## src/rtl/cla_pipe_adder.sv

```systemverilog
// cla_pipe_adder: pipelined carry-lookahead adder/subtractor.
// The operands are cut into SEG_W-bit segments, and each pipeline stage adds one
// segment. A stage registers the carry out of its segment, and the next stage
// picks it up. A combinational valid/ready chain lets every stage advance in the
// same cycle, so the unit accepts one beat per cycle and adds no bubbles.
module cla_pipe_adder #(
  parameter int WIDTH = 32,
  parameter int SEG_W = 8
) (
  input  logic             clk,
  input  logic             rst_n,
  input  logic             in_valid,
  output logic             in_ready,
  input  logic [WIDTH-1:0] a,
  input  logic [WIDTH-1:0] b,
  input  logic             cin,
  input  logic             sub,
  output logic             out_valid,
  input  logic             out_ready,
  output logic [WIDTH-1:0] sum,
  output logic             cout,
  output logic             ovf
);

  localparam int NSEG = WIDTH / SEG_W;
  localparam int NGRP = SEG_W / 4;

  // One segment of lookahead addition.
  // Each 4-bit group forms its own carries from bit-level p/g. The group
  // carry-ins come from a flat sum-of-products over the group P/G terms, so no
  // carry ripples from one group to the next.
  // Returned value: {carry out, carry into the segment MSB, segment sum}.
  function automatic logic [SEG_W+1:0] claSeg(
    input logic [SEG_W-1:0] x,
    input logic [SEG_W-1:0] y,
    input logic             ci
  );
    logic [SEG_W-1:0] p;
    logic [SEG_W-1:0] g;
    logic [SEG_W-1:0] c;
    logic [SEG_W-1:0] s;
    logic [NGRP-1:0]  grpP;
    logic [NGRP-1:0]  grpG;
    logic [NGRP:0]    grpC;
    logic             term;
    logic             gci;
    int               base;

    p = x ^ y;
    g = x & y;

    // Group propagate is the AND of all four bits.
    // Group generate is the usual 4-term lookahead expression.
    for (int j = 0; j < NGRP; j++) begin
      base    = 4 * j;
      grpP[j] = p[base+3] & p[base+2] & p[base+1] & p[base];
      grpG[j] = g[base+3]
              | (p[base+3] & g[base+2])
              | (p[base+3] & p[base+2] & g[base+1])
              | (p[base+3] & p[base+2] & p[base+1] & g[base]);
    end

    // Carry into group j is an OR of product terms.
    // Every term is built directly from the group P/G values and ci.
    grpC[0] = ci;
    for (int j = 1; j <= NGRP; j++) begin
      term = ci;
      for (int m = 0; m < j; m++) begin
        term = term & grpP[m];
      end
      grpC[j] = term;
      for (int i = 0; i < j; i++) begin
        term = grpG[i];
        for (int m = i + 1; m < j; m++) begin
          term = term & grpP[m];
        end
        grpC[j] = grpC[j] | term;
      end
    end

    // Inside each group, every bit carry is written out in full lookahead form.
    for (int j = 0; j < NGRP; j++) begin
      base      = 4 * j;
      gci       = grpC[j];
      c[base]   = gci;
      c[base+1] = g[base] | (p[base] & gci);
      c[base+2] = g[base+1]
                | (p[base+1] & g[base])
                | (p[base+1] & p[base] & gci);
      c[base+3] = g[base+2]
                | (p[base+2] & g[base+1])
                | (p[base+2] & p[base+1] & g[base])
                | (p[base+2] & p[base+1] & p[base] & gci);
    end

    s = p ^ c;
    return {grpC[NGRP], c[SEG_W-1], s};
  endfunction

  // Per-stage state. Stage k holds:
  //   - the sum bits completed so far;
  //   - the carry out of segment k;
  //   - the operands, already B-inverted, for the stages still to come.
  logic [NSEG-1:0]  valid_q;
  logic [NSEG-1:0]  valid_d;
  logic [NSEG-1:0]  carry_q;
  logic [NSEG-1:0]  carry_d;
  logic             ovf_q;
  logic             ovf_d;
  logic [WIDTH-1:0] a_q   [NSEG];
  logic [WIDTH-1:0] a_d   [NSEG];
  logic [WIDTH-1:0] b_q   [NSEG];
  logic [WIDTH-1:0] b_d   [NSEG];
  logic [WIDTH-1:0] sum_q [NSEG];
  logic [WIDTH-1:0] sum_d [NSEG];

  // Values arriving at each stage's adder.
  // Stage 0 takes the module inputs; later stages take the previous stage's registers.
  logic [WIDTH-1:0] stgA   [NSEG];
  logic [WIDTH-1:0] stgB   [NSEG];
  logic [WIDTH-1:0] stgSum [NSEG];
  logic [SEG_W+1:0] segRes [NSEG];
  logic [NSEG-1:0]  stgC;
  logic [NSEG-1:0]  stgV;
  logic [NSEG:0]    stageEn;
  logic [WIDTH-1:0] bEff;
  logic             cinEff;

  // Work out the ready chain, route each stage's operands, and form next state.
  always_comb begin
    // A stage can load when it is empty, or when its contents move on this cycle.
    // The chain runs from the output back to the input, so it never looks at in_valid.
    stageEn[NSEG] = out_ready;
    for (int k = NSEG - 1; k >= 0; k--) begin
      stageEn[k] = !valid_q[k] || stageEn[k+1];
    end

    // Subtraction is a + ~b + 1. B is inverted once here, and cin is forced to 1.
    bEff   = sub ? ~b : b;
    cinEff = sub | cin;

    stgA[0]   = a;
    stgB[0]   = bEff;
    stgC[0]   = cinEff;
    stgSum[0] = '0;
    stgV[0]   = in_valid;
    for (int k = 1; k < NSEG; k++) begin
      stgA[k]   = a_q[k-1];
      stgB[k]   = b_q[k-1];
      stgC[k]   = carry_q[k-1];
      stgSum[k] = sum_q[k-1];
      stgV[k]   = valid_q[k-1];
    end

    valid_d = valid_q;
    carry_d = carry_q;
    ovf_d   = ovf_q;
    for (int k = 0; k < NSEG; k++) begin
      a_d[k]    = a_q[k];
      b_d[k]    = b_q[k];
      sum_d[k]  = sum_q[k];
      segRes[k] = claSeg(stgA[k][k*SEG_W +: SEG_W], stgB[k][k*SEG_W +: SEG_W], stgC[k]);
    end

    // A stage that advances takes the valid bit from upstream.
    // Data registers load only for a real beat, so bubbles leave the data alone.
    for (int k = 0; k < NSEG; k++) begin
      if (stageEn[k]) begin
        valid_d[k] = stgV[k];
        if (stgV[k]) begin
          a_d[k]                      = stgA[k];
          b_d[k]                      = stgB[k];
          sum_d[k]                    = stgSum[k];
          sum_d[k][k*SEG_W +: SEG_W]  = segRes[k][SEG_W-1:0];
          carry_d[k]                  = segRes[k][SEG_W+1];
          if (k == NSEG - 1) begin
            ovf_d = segRes[k][SEG_W+1] ^ segRes[k][SEG_W];
          end
        end
      end
    end
  end

  // Pipeline registers.
  // Reset clears every beat in flight at once; a stalled stage keeps its state.
  always_ff @(posedge clk or negedge rst_n) begin
    if (!rst_n) begin
      valid_q <= '0;
      carry_q <= '0;
      ovf_q   <= 1'b0;
      for (int k = 0; k < NSEG; k++) begin
        a_q[k]   <= '0;
        b_q[k]   <= '0;
        sum_q[k] <= '0;
      end
    end else begin
      valid_q <= valid_d;
      carry_q <= carry_d;
      ovf_q   <= ovf_d;
      for (int k = 0; k < NSEG; k++) begin
        a_q[k]   <= a_d[k];
        b_q[k]   <= b_d[k];
        sum_q[k] <= sum_d[k];
      end
    end
  end

  assign in_ready  = stageEn[0];
  assign out_valid = valid_q[NSEG-1];
  assign sum       = sum_q[NSEG-1];
  assign cout      = carry_q[NSEG-1];
  assign ovf       = ovf_q;

endmodule

```

## config.mk

```make
export PLATFORM = sky130hd
export DESIGN_NAME = cla_pipe_adder
export DESIGN_NICKNAME = d
export VERILOG_FILES = /design/src/rtl/cla_pipe_adder.sv
export SDC_FILE = /design/constraint.sdc
export NUM_CORES = 1
export LEC_CHECK = 0
export ABC_CLOCK_PERIOD_IN_PS = 3420
export BUFFER_PORTS_ARGS = -buffer_cell sky130_fd_sc_hd__buf_4
export CAP_MARGIN = 20
export CORE_ASPECT_RATIO = 1.4
export CORE_UTILIZATION = 30
export CTS_CLUSTER_DIAMETER = 50
export CTS_CLUSTER_SIZE = 10
export DETAILED_ROUTE_END_ITERATION = 8
export GPL_ROUTABILITY_DRIVEN = 0
export GPL_TIMING_DRIVEN = 0
export PLACE_DENSITY = 0.57
export SYNTH_ARGS = -nofsm -noshare
export SYNTH_HDL_FRONTEND = slang
export SYNTH_SLANG_ARGS = --single-unit
```

## constraint.sdc

```tcl
create_clock -name clk -period 3.42 [get_ports clk]
set_input_delay 0.171 -clock clk [delete_from_list [all_inputs] [get_ports clk]]
set_output_delay 0.171 -clock clk [all_outputs]
set_load 0.1 [all_outputs]
```

==> key figures <==
Clock tree
  • CTS root buffer: clkbuf_16
  • Post-cts hold buffer count: 26
  • H-tree levels: 4
  • CTS Buffer Depth: 2
  • Post-CTS setup buffer count: 0
  • Skew-Pair Late Insertion Delay: about 0.43 ns
  • Worst-path clk slew: 0.07 ns
  • CTS tree: built
  • Total CTS buffers: 17
  • Total number of clock tree sinks: 185
  • Cts repair resizes: 0

Drt
  • Post-Route WL: about 18 mm
  • Drt first pass iters: 4
  • Post-route ant nets: 0
  • # DRC: 0
  • Via-to-Cell Ratio: approximately 4.4
  • Initial DRC count: roughly 160
  • Average routed wire per standard cell: roughly 15 um
  • Vias: roughly 5.2k

GRT
  • First-pass GRT wire length: approximately 29 mm
  • Number of global-route vias before repair: around 5.4k
  • Gr ovfl total: 0
  • Initial antenna violation count: 0
  • GRT Resource Usage Total: 13.52%
  • Largest net degree at the start of global routing: 124

Synthesis
  • Yosys cell types: 40
  • Area leader, netlist: dfrtp_1
  • Mapped Nets: between 700 and 800
  • Share of the synthesized area in the top cell type: between 50% and 60%
  • Avg Synthesized Cell Area: about 13 um2
  • Cell count after synthesis: approximately 650
  • Post-synth EDFFs: 0
  • Yosys reg bits: 185
  • Yosys warning count: 0
  • Post-synth top flop: dfrtp_1
  • Top post-synthesis cells by area: dfrtp_1, mux2_2, ha_1
  • Async S/R FF share, synth: 100.0%
  • Post-Syn Area: around 8300 um2
  • Seq/Total Area, Yosys: 55.98%

Placement
  • Pre-CTS WS: 0.7700 ns
  • Post-DP HPWL: approximately 13 mm
  • Placed Instances: 1116
  • PortBufs: 104
  • Dpl cell area: roughly 9500 um2

Cells and area
  • Nets: between 900 and 1k
  • Layout cell share with drive strength beyond 1: roughly 34%
  • Synth-to-layout area growth: 25.59%
  • Post-layout util: around two fifths
  • # fillers: ~2.7k
  • Number of diodes: 0
  • Area of all placed cells without fillers: 10390 um2
  • Non-Filler Instances: ~1.2k

Setup path
  • CP arrival: between 2 and 3 ns
  • Critical Path Max Stage Delay: ~0.43 ns
  • Critical path capture point type: register
  • Setup CP Type: reg2reg
  • Crit path max-delay family: adder cells
  • Critical path required time: approximately 3.7 ns
  • Bufs and invs on worst path: 0
  • CP cell instances: ha_1 -> a21oi_1 -> nor2_1 -> or3_1 -> fa_1 -> mux2_2
  • Worst Path Max Fanout: 3
  • Critical path's slowest cell: fa_1
  • CP Launch Type: register

Flow run
  • Number of max-cap violations: 0

Floorplanning
  • Core area: roughly 27000 um2
  • Die Ht: about 200 um
  • Io pins: approximately 110
  • Starting density of the core: 30.62%
  • Row cnt: 71
  • Die area: roughly 28000 um2
  • Die extent in x: between 100 and 150 um

Timing
  • Worst-Margin Slew: between 0.8 and 0.9 ns
  • Setup Skew: about 0.0075 ns
  • Setup_tns: 0 ns
  • Post-layout min period: roughly 2.2 ns
  • Final Cycle Share: roughly 65%
  • Setup Viol. Count Final: 0
  • Fmax: roughly 450 MHz
  • Final Max Slew Viols: 0
  • Final worst slack: ~1.2 ns
  • Slew HR: around 44%
  • Final hold slack: approximately 0.023 ns
  • Final hold violations: 0
  • RSZ-0062 raised after global routing: no

Pwr
  • Max VDD drop: about 0.4 mV
  • Pwr Total: between 9 and 10 mW
  • Power Dens Cells: just under 900 nW/um2
  • Leakage Power: 4.632 nW

Worst hold path
  • HP Class: in2reg

Status
  • Outcome: complete, no violations
[cells in the mapped netlist (all sizes together), types with 3 or more instances]
master	n
o31ai	7
a211oi	6
inv	17
mux2	124
a2111oi	4
xnor2	30
nand2b	9
o21ai	58
dfrtp	185
or4	3
xor2	18
nor2	8
nand2	60
fa	8
clkbuf	18
a21oi	9
nand3	5
ha	32
buf	11
a21o	4
nor3	6
[per-layer routing]
| layer | vias to the layer above | track usage [%] | routed length [um] |
|---|---|---|---|
| met2 | 69 | 24.22 | 9286 |
| met5 | - | 0 | 0 |
| li1 | 2543 | - | - |
| met3 | 22 | 2.335 | 391 |
| met4 | 0 | 5.655 | 345 |
| met1 | 2578 | 15.81 | 7644 |
[cell type report]
type | instances | area, um2 | share of cell area, %
Buffer | 29 | 121.4 | 1.169
Clock buffer | 24 | 491.7 | 4.735
Clock inverter | 7 | 91.34 | 0.8795
Inverter | 17 | 63.81 | 0.6145
Multi-Input combinational cell | 415 | 3455 | 33.26
Sequential cell | 185 | 4629 | 44.58
Tap cell | 365 | 456.7 | 4.398
Timing Repair Buffer | 131 | 1076 | 10.36
[worst paths after layout]
path	start	depth (start not counted)	endpoint	slack [ns]
max	a_q[56]	6	sum[28]	1.21
min	b[11]	3	b_q[107]	0.02
max reg2reg	a_q[56]	6	sum[28]	1.21
min reg2reg	b_q[124]	2	b_q[124]	0.48
max in group asynchronous	rst_n	3	stgSum[39]	2.16
min in group asynchronous	rst_n	2	a_q[111]	0.28
[worst reg2reg max path, delay by kind of cell (launching register included)]
family / cells / cell delay, ns
and+or+nand+nor: 2 / 0.49
adders and majority gates: 2 / 0.75
AOI/OAI and AO/OA: 1 / 0.20
muxes: 1 / 0.27
DFF: 1 / 0.41
[registers in the layout, indices dropped and copies added, names as in the netlist]
signal and count:
a_q 48, b_q 48, stgSum 48, sum 32
carry_q 4, valid_q 4, ovf 1
[power by group]
group	switching (mW)	total, mW	internal (mW)
Clock	0.814	1.96	1.15
Combinational	2.49	3.83	1.35
Sequential	0.435	3.39	2.95
Total	3.74	9.18	5.45
[cells by family (layout without fill, tap and decap cells)]
kind of cell | Yosys count | count (layout) | synth area share [%]
buffers and inverters | 46 | 208 | 2.239
AND/OR/NAND/NOR | 103 | 103 | 5.780
multiplexers | 125 | 125 | 17.01
AO/OA/AOI/OAI | 99 | 99 | 7.126
flip-flops | 185 | 185 | 55.98
XOR/XNOR | 48 | 48 | 5.084
adder cells (fa/ha/maj) | 40 | 40 | 6.779
[layout by cell type (no fill, tap or decap), types with 10 or more instances in the layout]
cell type / count
inv_1: 17
dlygate4sd3_1: 26
buf_4: 103
clkbuf_1: 21
buf_2: 10
clkbuf_16: 17
dfrtp_1: 185
o21ai_0: 57
xnor2_1: 30
ha_1: 32
mux2_2: 124
xor2_1: 18
nand2_1: 60
Note: power is estimated with default switching activity, not from simulation.
